[src/rtl/pc_fetch_ctrl.sv]
// pc_fetch_ctrl: PC/imem fetch controller with redirect squash and one-entry skid (clk, rst_n, add_out, branch_taken, jump_en, jump_target, stall, imem_req/addr/ack/rdata, inst_valid, inst, pc_out, pc_plus4)
module pc_fetch_ctrl #(
  parameter logic [31:0] RESET_PC = 32'h0000_0000,
  parameter logic [31:0] NOP_INST = 32'h0000_0000
) (
  input  logic        clk,
  input  logic        rst_n,
  input  logic [31:0] add_out,
  input  logic        branch_taken,
  input  logic        jump_en,
  input  logic [31:0] jump_target,
  input  logic        stall,
  output logic        imem_req,
  output logic [31:0] imem_addr,
  input  logic        imem_ack,
  input  logic [31:0] imem_rdata,
  output logic        inst_valid,
  output logic [31:0] inst,
  output logic [31:0] pc_out,
  output logic [31:0] pc_plus4
);
  typedef enum logic [1:0] {IDLE, FETCH, WAIT_DRAIN} state_t;
  state_t state;
  logic [31:0] pc, skid_inst, skid_pc, target, pc_next;
  logic squash, redirect, acked, accept;
  always_comb begin
    redirect = jump_en | branch_taken;
    target = (jump_en ? jump_target : add_out) & ~32'd3;
    acked = imem_req & imem_ack;
    accept = ~stall | ~inst_valid;
    pc_next = pc + 32'd4;
  end
  assign pc_plus4 = pc_out + 32'd4;
  always_ff @(posedge clk) begin
    if (!rst_n) begin
      state <= IDLE;
      pc <= RESET_PC;
      imem_req <= 1'b0;
      imem_addr <= RESET_PC;
      inst_valid <= 1'b0;
      inst <= NOP_INST;
      pc_out <= RESET_PC;
      skid_inst <= NOP_INST;
      skid_pc <= RESET_PC;
      squash <= 1'b0;
    end else if (state == IDLE) begin
      state <= FETCH;
      imem_req <= 1'b1;
      imem_addr <= pc;
    end else if (redirect) begin
      state <= FETCH;
      pc <= target;
      inst_valid <= 1'b0;
      inst <= NOP_INST;
      skid_inst <= NOP_INST;
      if (imem_req && !imem_ack) squash <= 1'b1;
      else begin
        squash <= 1'b0;
        imem_req <= 1'b1;
        imem_addr <= target;
      end
    end else if (state == WAIT_DRAIN) begin
      if (!stall) begin
        state <= FETCH;
        inst_valid <= 1'b1;
        inst <= skid_inst;
        pc_out <= skid_pc;
      end
    end else begin
      if (acked && !squash && accept) begin
        inst_valid <= 1'b1;
        inst <= imem_rdata;
        pc_out <= pc;
      end else if (!stall) begin
        inst_valid <= 1'b0;
        inst <= NOP_INST;
      end
      if (acked) begin
        squash <= 1'b0;
        if (squash) imem_addr <= pc;
        else begin
          pc <= pc_next;
          if (accept) imem_addr <= pc_next;
          else begin
            skid_inst <= imem_rdata;
            skid_pc <= pc;
            imem_req <= 1'b0;
            state <= WAIT_DRAIN;
          end
        end
      end else if (!imem_req) begin
        imem_req <= 1'b1;
        imem_addr <= pc;
      end
    end
  end
endmodule

[config.mk]
export PLATFORM = sky130hd
export DESIGN_NAME = pc_fetch_ctrl
export DESIGN_NICKNAME = d
export VERILOG_FILES = /design/src/rtl/pc_fetch_ctrl.sv
export SDC_FILE = /design/constraint.sdc
export NUM_CORES = 1
export LEC_CHECK = 0
export BUFFER_PORTS_ARGS = -buffer_cell sky130_fd_sc_hd__buf_2
export CORE_MARGIN = 10
export CORE_UTILIZATION = 40
export CTS_BUF_LIST = sky130_fd_sc_hd__clkbuf_2
export DETAILED_ROUTE_END_ITERATION = 12
export HOLD_SLACK_MARGIN = 0.03
export PLACE_DENSITY = 0.61
export SYNTH_ARGS = -nofsm -noshare
export SYNTH_HDL_FRONTEND = slang
export SYNTH_SLANG_ARGS = --single-unit
[constraint.sdc]
create_clock -name clk -period 3.05 [get_ports clk]
set_clock_uncertainty 0.15 [all_clocks]
set_input_delay 0.61 -clock clk [delete_from_list [all_inputs] [get_ports clk]]
set_output_delay 0.61 -clock clk [all_outputs]
set_load 0.02 [all_outputs]
== After elaboration in Yosys (flattened, before gate mapping) ==
Cells that the tools add are included.

* Register bits: 197
* Input port bits: 102
* Output and inout bits: 130
* Memories kept: 0
* Latch bits: 0
* Memory bits (writable): 0
* Memory bits (read-only): 0
* Logic and storage cells: 112

* Bitwise operators: 11
* Div/mod/pow operators: 0
* Order comparisons: 0
* $add $sub $neg: 2
* Multiplexer cells: 49
* Shifts and indexed selects: 0
* Reduce and logical (&&, ||, !) cells: 21
* Multiply operators: 0
* Equality and inequality tests: 18

{| class="wikitable"
|+ Operators with widths
! kind !! count
|-
| 2-to-1 mux 32 bit || 26
|-
| adder 32 x 3 -> 32 bit, second input constant || 2
|-
| AND reduction 4 bit || 6
|-
| 2-to-1 mux 1 bit || 18
|-
| 2-to-1 mux 2 bit || 5
|-
| inequality test 3 bit, second input constant || 3
|-
| inequality test 4 x 1 -> 1 bit, second input constant || 2
|-
| inequality test 4 x 3 -> 1 bit, second input constant || 2
|-
| NOT 1 bit || 8
|-
| inequality test 2 x 1 -> 1 bit, second input constant || 3
|-
| inequality test 2 bit, second input constant || 3
|-
| AND reduction 3 bit || 2
|-
| AND reduction 6 bit || 1
|-
| nonzero test 2 bit || 3
|-
| inequality test 5 x 3 -> 1 bit, second input constant || 1
|-
| AND reduction 5 bit || 1
|-
| inequality test 4 x 2 -> 1 bit, second input constant || 1
|-
| inequality test 4 bit, second input constant || 1
|-
| nonzero test 4 bit || 1
|-
| logical AND 1 bit || 3
|-
| inequality test 3 x 1 -> 1 bit, second input constant || 1
|-
| OR reduction 3 bit || 1
|-
| == test 2 bit, second input constant || 1
|-
| logical NOT 1 bit || 2
|-
| other kinds (3) || 4
|}

== Depth between registers and ports, before layout ==
* Word-level depth: 8
* Depth in mapped cells: 8

== Worst setup path after synthesis ==
No wires, ideal clock.

* Path type: register -> output
* Start point: register pc_out[4]
* End point: output pc_plus4[21]
* Setup slack: 0.424 ns
* Stages on the path, launching flop included: 6
* Arrival time: 1.866 ns
* Path through: dfxtp_1 -> and4_1 -> nand4_1 -> nor3_1 -> and3_1 -> xor2_1

* Word-level cells in the longest chain between the ends: 1

{| class="wikitable"
|+ RTL lines
! what !! line !! text
|-
| start, declared || 19 || <nowiki>output logic [31:0] pc_out,</nowiki>
|-
| start signal, assigned || 67 || <nowiki>pc_out <= skid_pc;</nowiki>
|-
| start signal, assigned || 73 || <nowiki>pc_out <= pc;</nowiki>
|-
| adder 32 x 3 -> 32 bit || 33 || <nowiki>assign pc_plus4 = pc_out + 32'd4;</nowiki>
|-
| end, declared || 20 || <nowiki>output logic [31:0] pc_plus4</nowiki>
|}

No other way between the ends.

== Final worst setup path ==
Ends and elaborated chain as after synthesis.

==> impl_metrics.env <==
export IMPL_status="finished, violations left"
export IMPL_violations="setup timing"
export IMPL_post_route_period_util=1.03
export IMPL_layout_commonest_cell="buf_2"
export IMPL_dr_pass1_iters=5
export IMPL_die_w_microns=177
export IMPL_worst_setup_path_end_kind="output port"
export IMPL_switching_power_mw=1.69
export IMPL_stdcell_area_sq_um=12600
export IMPL_antenna_found_initial=3
export IMPL_drive_gt1_frac=0.260
export IMPL_htree_levels=4
export IMPL_ys_types=63
export IMPL_antenna_left=0
export IMPL_relSlewSlack=0.547
export IMPL_nets=1590
export IMPL_irDropWorstVdd_uv=259
export IMPL_yosysTopAreaCellShare=0.386
export IMPL_fin_cells=1826
export IMPL_async_flop_share=0
export IMPL_synth_edf_count=0
export IMPL_avgViaCountPerCell=5.85
export IMPL_synthFlopType="dfxtp_1"
export IMPL_clkPwrFrac=0.271
export IMPL_clockRootBuffer="clkbuf_2"
export IMPL_row_count=57
export IMPL_dp_slack_ns=0.357
export IMPL_syn_inst=1248
export IMPL_leakage_nw=4.75
export IMPL_gp_congestion=0.933
export IMPL_maxCapViolCount=0
export IMPL_wl_per_cell_microns=19.2
export IMPL_period_needed_ns=3.13
export IMPL_synth_area_top_cells="dfxtp_1, a21oi_1, a211oi_1, a22oi_1, nand2_1"
export IMPL_placed_area_sq_um=11400
export IMPL_setup_tns_ns=-0.565
export IMPL_syn_mean_instance_area_sq_um=7.90
export IMPL_clkLatencyLatePin_ns=0.83
export IMPL_placed_cells=1718
export IMPL_switching_share=0.345
export IMPL_yosys_warnings=0
export IMPL_cts_buffers=17
export IMPL_cts_sinks=190
export IMPL_rsz0062_at_grt="true"
export IMPL_syn_area_sq_um=9860
export IMPL_track_usage=0.214
export IMPL_p_comb_frac=0.183
export IMPL_timing_fmax_mhz=319
export IMPL_cp_slowest_cell="dfxtp_4"
export IMPL_grt_overflow=0
export IMPL_wl_mm=35.0
export IMPL_path_cells="and4_4 -> nand4_1 -> buf_6 -> nor3_4 -> and3_4 -> xor2_1 -> buf_4"
export IMPL_timing_hold_ws_ns=0.0801
export IMPL_drt_iter0_drc=1148
export IMPL_slew_violations=0
export IMPL_dr_total_vias=10700
export IMPL_max_clock_path_buffers=2
export IMPL_final_setup_worst_slack_ns=-0.0846
export IMPL_core_area_sq_um=24300
export IMPL_p_int_mw=3.21
export IMPL_synth_adder_area_share=0.00254
export IMPL_die_area_sq_um=31300
export IMPL_hpwlAfterDp_mm=23.7
export IMPL_worstPathRequired_ns=2.29
export IMPL_yosysTopAreaCell="dfxtp_1"
export IMPL_chipHeight_microns=177
export IMPL_area_growth_pct=27.3
export IMPL_ys_seq_area_frac=0.386
export IMPL_p_seq_frac=0.546
export IMPL_grt_pass1_vias=9819
export IMPL_max_stage_delay_ns=0.42
export IMPL_synth_seq_cells=190
export IMPL_power_density_nw_per_um2=390
export IMPL_hp_class="primary input to flip-flop"
export IMPL_worst_pin_slew_ns=0.677
export IMPL_synth_top_family_by_area="compound AO/OA/AOI/OAI gates"
export IMPL_setup_viol=11
export IMPL_cts_tree="done"
export IMPL_final_cell_mix="buf_2, dfxtp_1, nand2_1"
export IMPL_synth_xor_area_share=0.0266
export IMPL_grt_pass1_wl_mm=54.7
export IMPL_critPathLaunchType="flip-flop"
export IMPL_synth_simple_gate_area_frac=0.205
export IMPL_fillers=2367
export IMPL_utilization=0.516
export IMPL_portBuffers=223
export IMPL_synth_compound_area_frac=0.287
export IMPL_start_util=0.405
export IMPL_worstPathArrival_ns=2.37
export IMPL_ios=232
export IMPL_synth_mux_area_frac=0.0316
export IMPL_grt_max_degree=66
export IMPL_worstSetupPathType="flip-flop to output port"
export IMPL_drc=0
export IMPL_clk_pin_slew_ns=0.31
export IMPL_finalHoldViolations=0
export IMPL_power_total_mw=4.90
export IMPL_crit_path_max_fanout=5
-- sequential cells by signal, summed over array words and instances, names as in the netlist, 2 cells and up --
| register | cells |
|---|---|
| skid_inst | 32 |
| pc_out | 30 |
| imem_addr | 31 |
| skid_pc | 30 |
| inst | 32 |
| state | 2 |
| pc | 30 |
-- routing by layer --
| metal | vias to the layer above | share of wire | track usage | wire, microns |
|---|---|---|---|---|
| li1 | 5106 | - | - | - |
| met4 | 0 | 0.016 | 0.0564 | 574 |
| met1 | 5051 | 0.45 | 0.296 | 15700 |
| met5 | - | 0 | 0 | 0 |
| met3 | 41 | 0.088 | 0.0493 | 3090 |
| met2 | 491 | 0.45 | 0.327 | 15700 |
-- what timing repair did --
action | CTS | global route
endpoints found under the hold margin | 77 | 2
pin swaps | 7 | 7
hold buffers | 50 | 2
setup endpoints to repair | 21 | 20
resized for setup | 51 | 15
buffers inserted | 16 | 5
-- cells in the mapped netlist (6+ instances only) --
master    instances
a21oi_1         107
o31ai_1          19
nand2b_1          7
xor2_1           12
nor4_1           14
nor2_1          106
nand4_1          38
a31oi_1          23
xnor2_1          18
buf_2             9
buf_1            10
o211ai_1         12
and4_1           14
a22oi_1          69
buf_4            10
o31a_1            9
a22o_1            9
o21ai_0          73
a21o_1            7
and3_1           14
mux2i_1          30
nor3_1           15
o22ai_1           8
dfxtp_1         190
a211oi_1         70
clkbuf_1        110
inv_1             6
nand2_1         134
nand3_1          34
-- power by group through the flow --
stage               sequential [mW]  combinational (mW)  clock (mW)
finish                         2.67               0.899        1.33
detailed placement             2.73               0.819           0
CTS                            2.68               0.886        1.36
global placement               2.72               0.816           0
global route                   2.69               0.977        1.46
floorplan                      2.76               0.441           0
-- critical path: cells and delay by family, from the launching register on --
kind,cells,cell delay (ns)
buf+inv,2,0.32
xor+xnor,1,0.13
simple gates,4,0.71
flops,1,0.42
-- cell type report --
type	instances	area [sq um]	share of cell area
clock buffer	17	85.1	0.00678
tap	324	405	0.0323
timing repair buffer	357	2400	0.191
clock inverter	15	165	0.0132
sequential	190	3860	0.308
antenna	3	7.51	0.000598
inverter	7	28.8	0.00229
multi-input combinational	913	5600	0.446
-- final timing paths --
check	from	endpoint	slack [ns]	cells after the start
setup / recovery	pc_out[4]	pc_plus4[21]	-0.08	7
hold / removal	add_out[9]	pc[9]	0.08	4
setup reg to reg	pc[2]	pc[14]	0.30	8
hold reg to reg	skid_inst[1]	skid_inst[1]	0.32	2
-- kinds of logic (layout without fill, tap and decap cells) --
logic type	after synthesis	count (layout)
mux	31	31
fa+ha+maj	2	2
flops	190	190
xor+xnor	30	30
buf+inv	148	396
simple gates	411	411
other cells	1	7
compound gates	435	435
(Power assumes the default switching activity.)
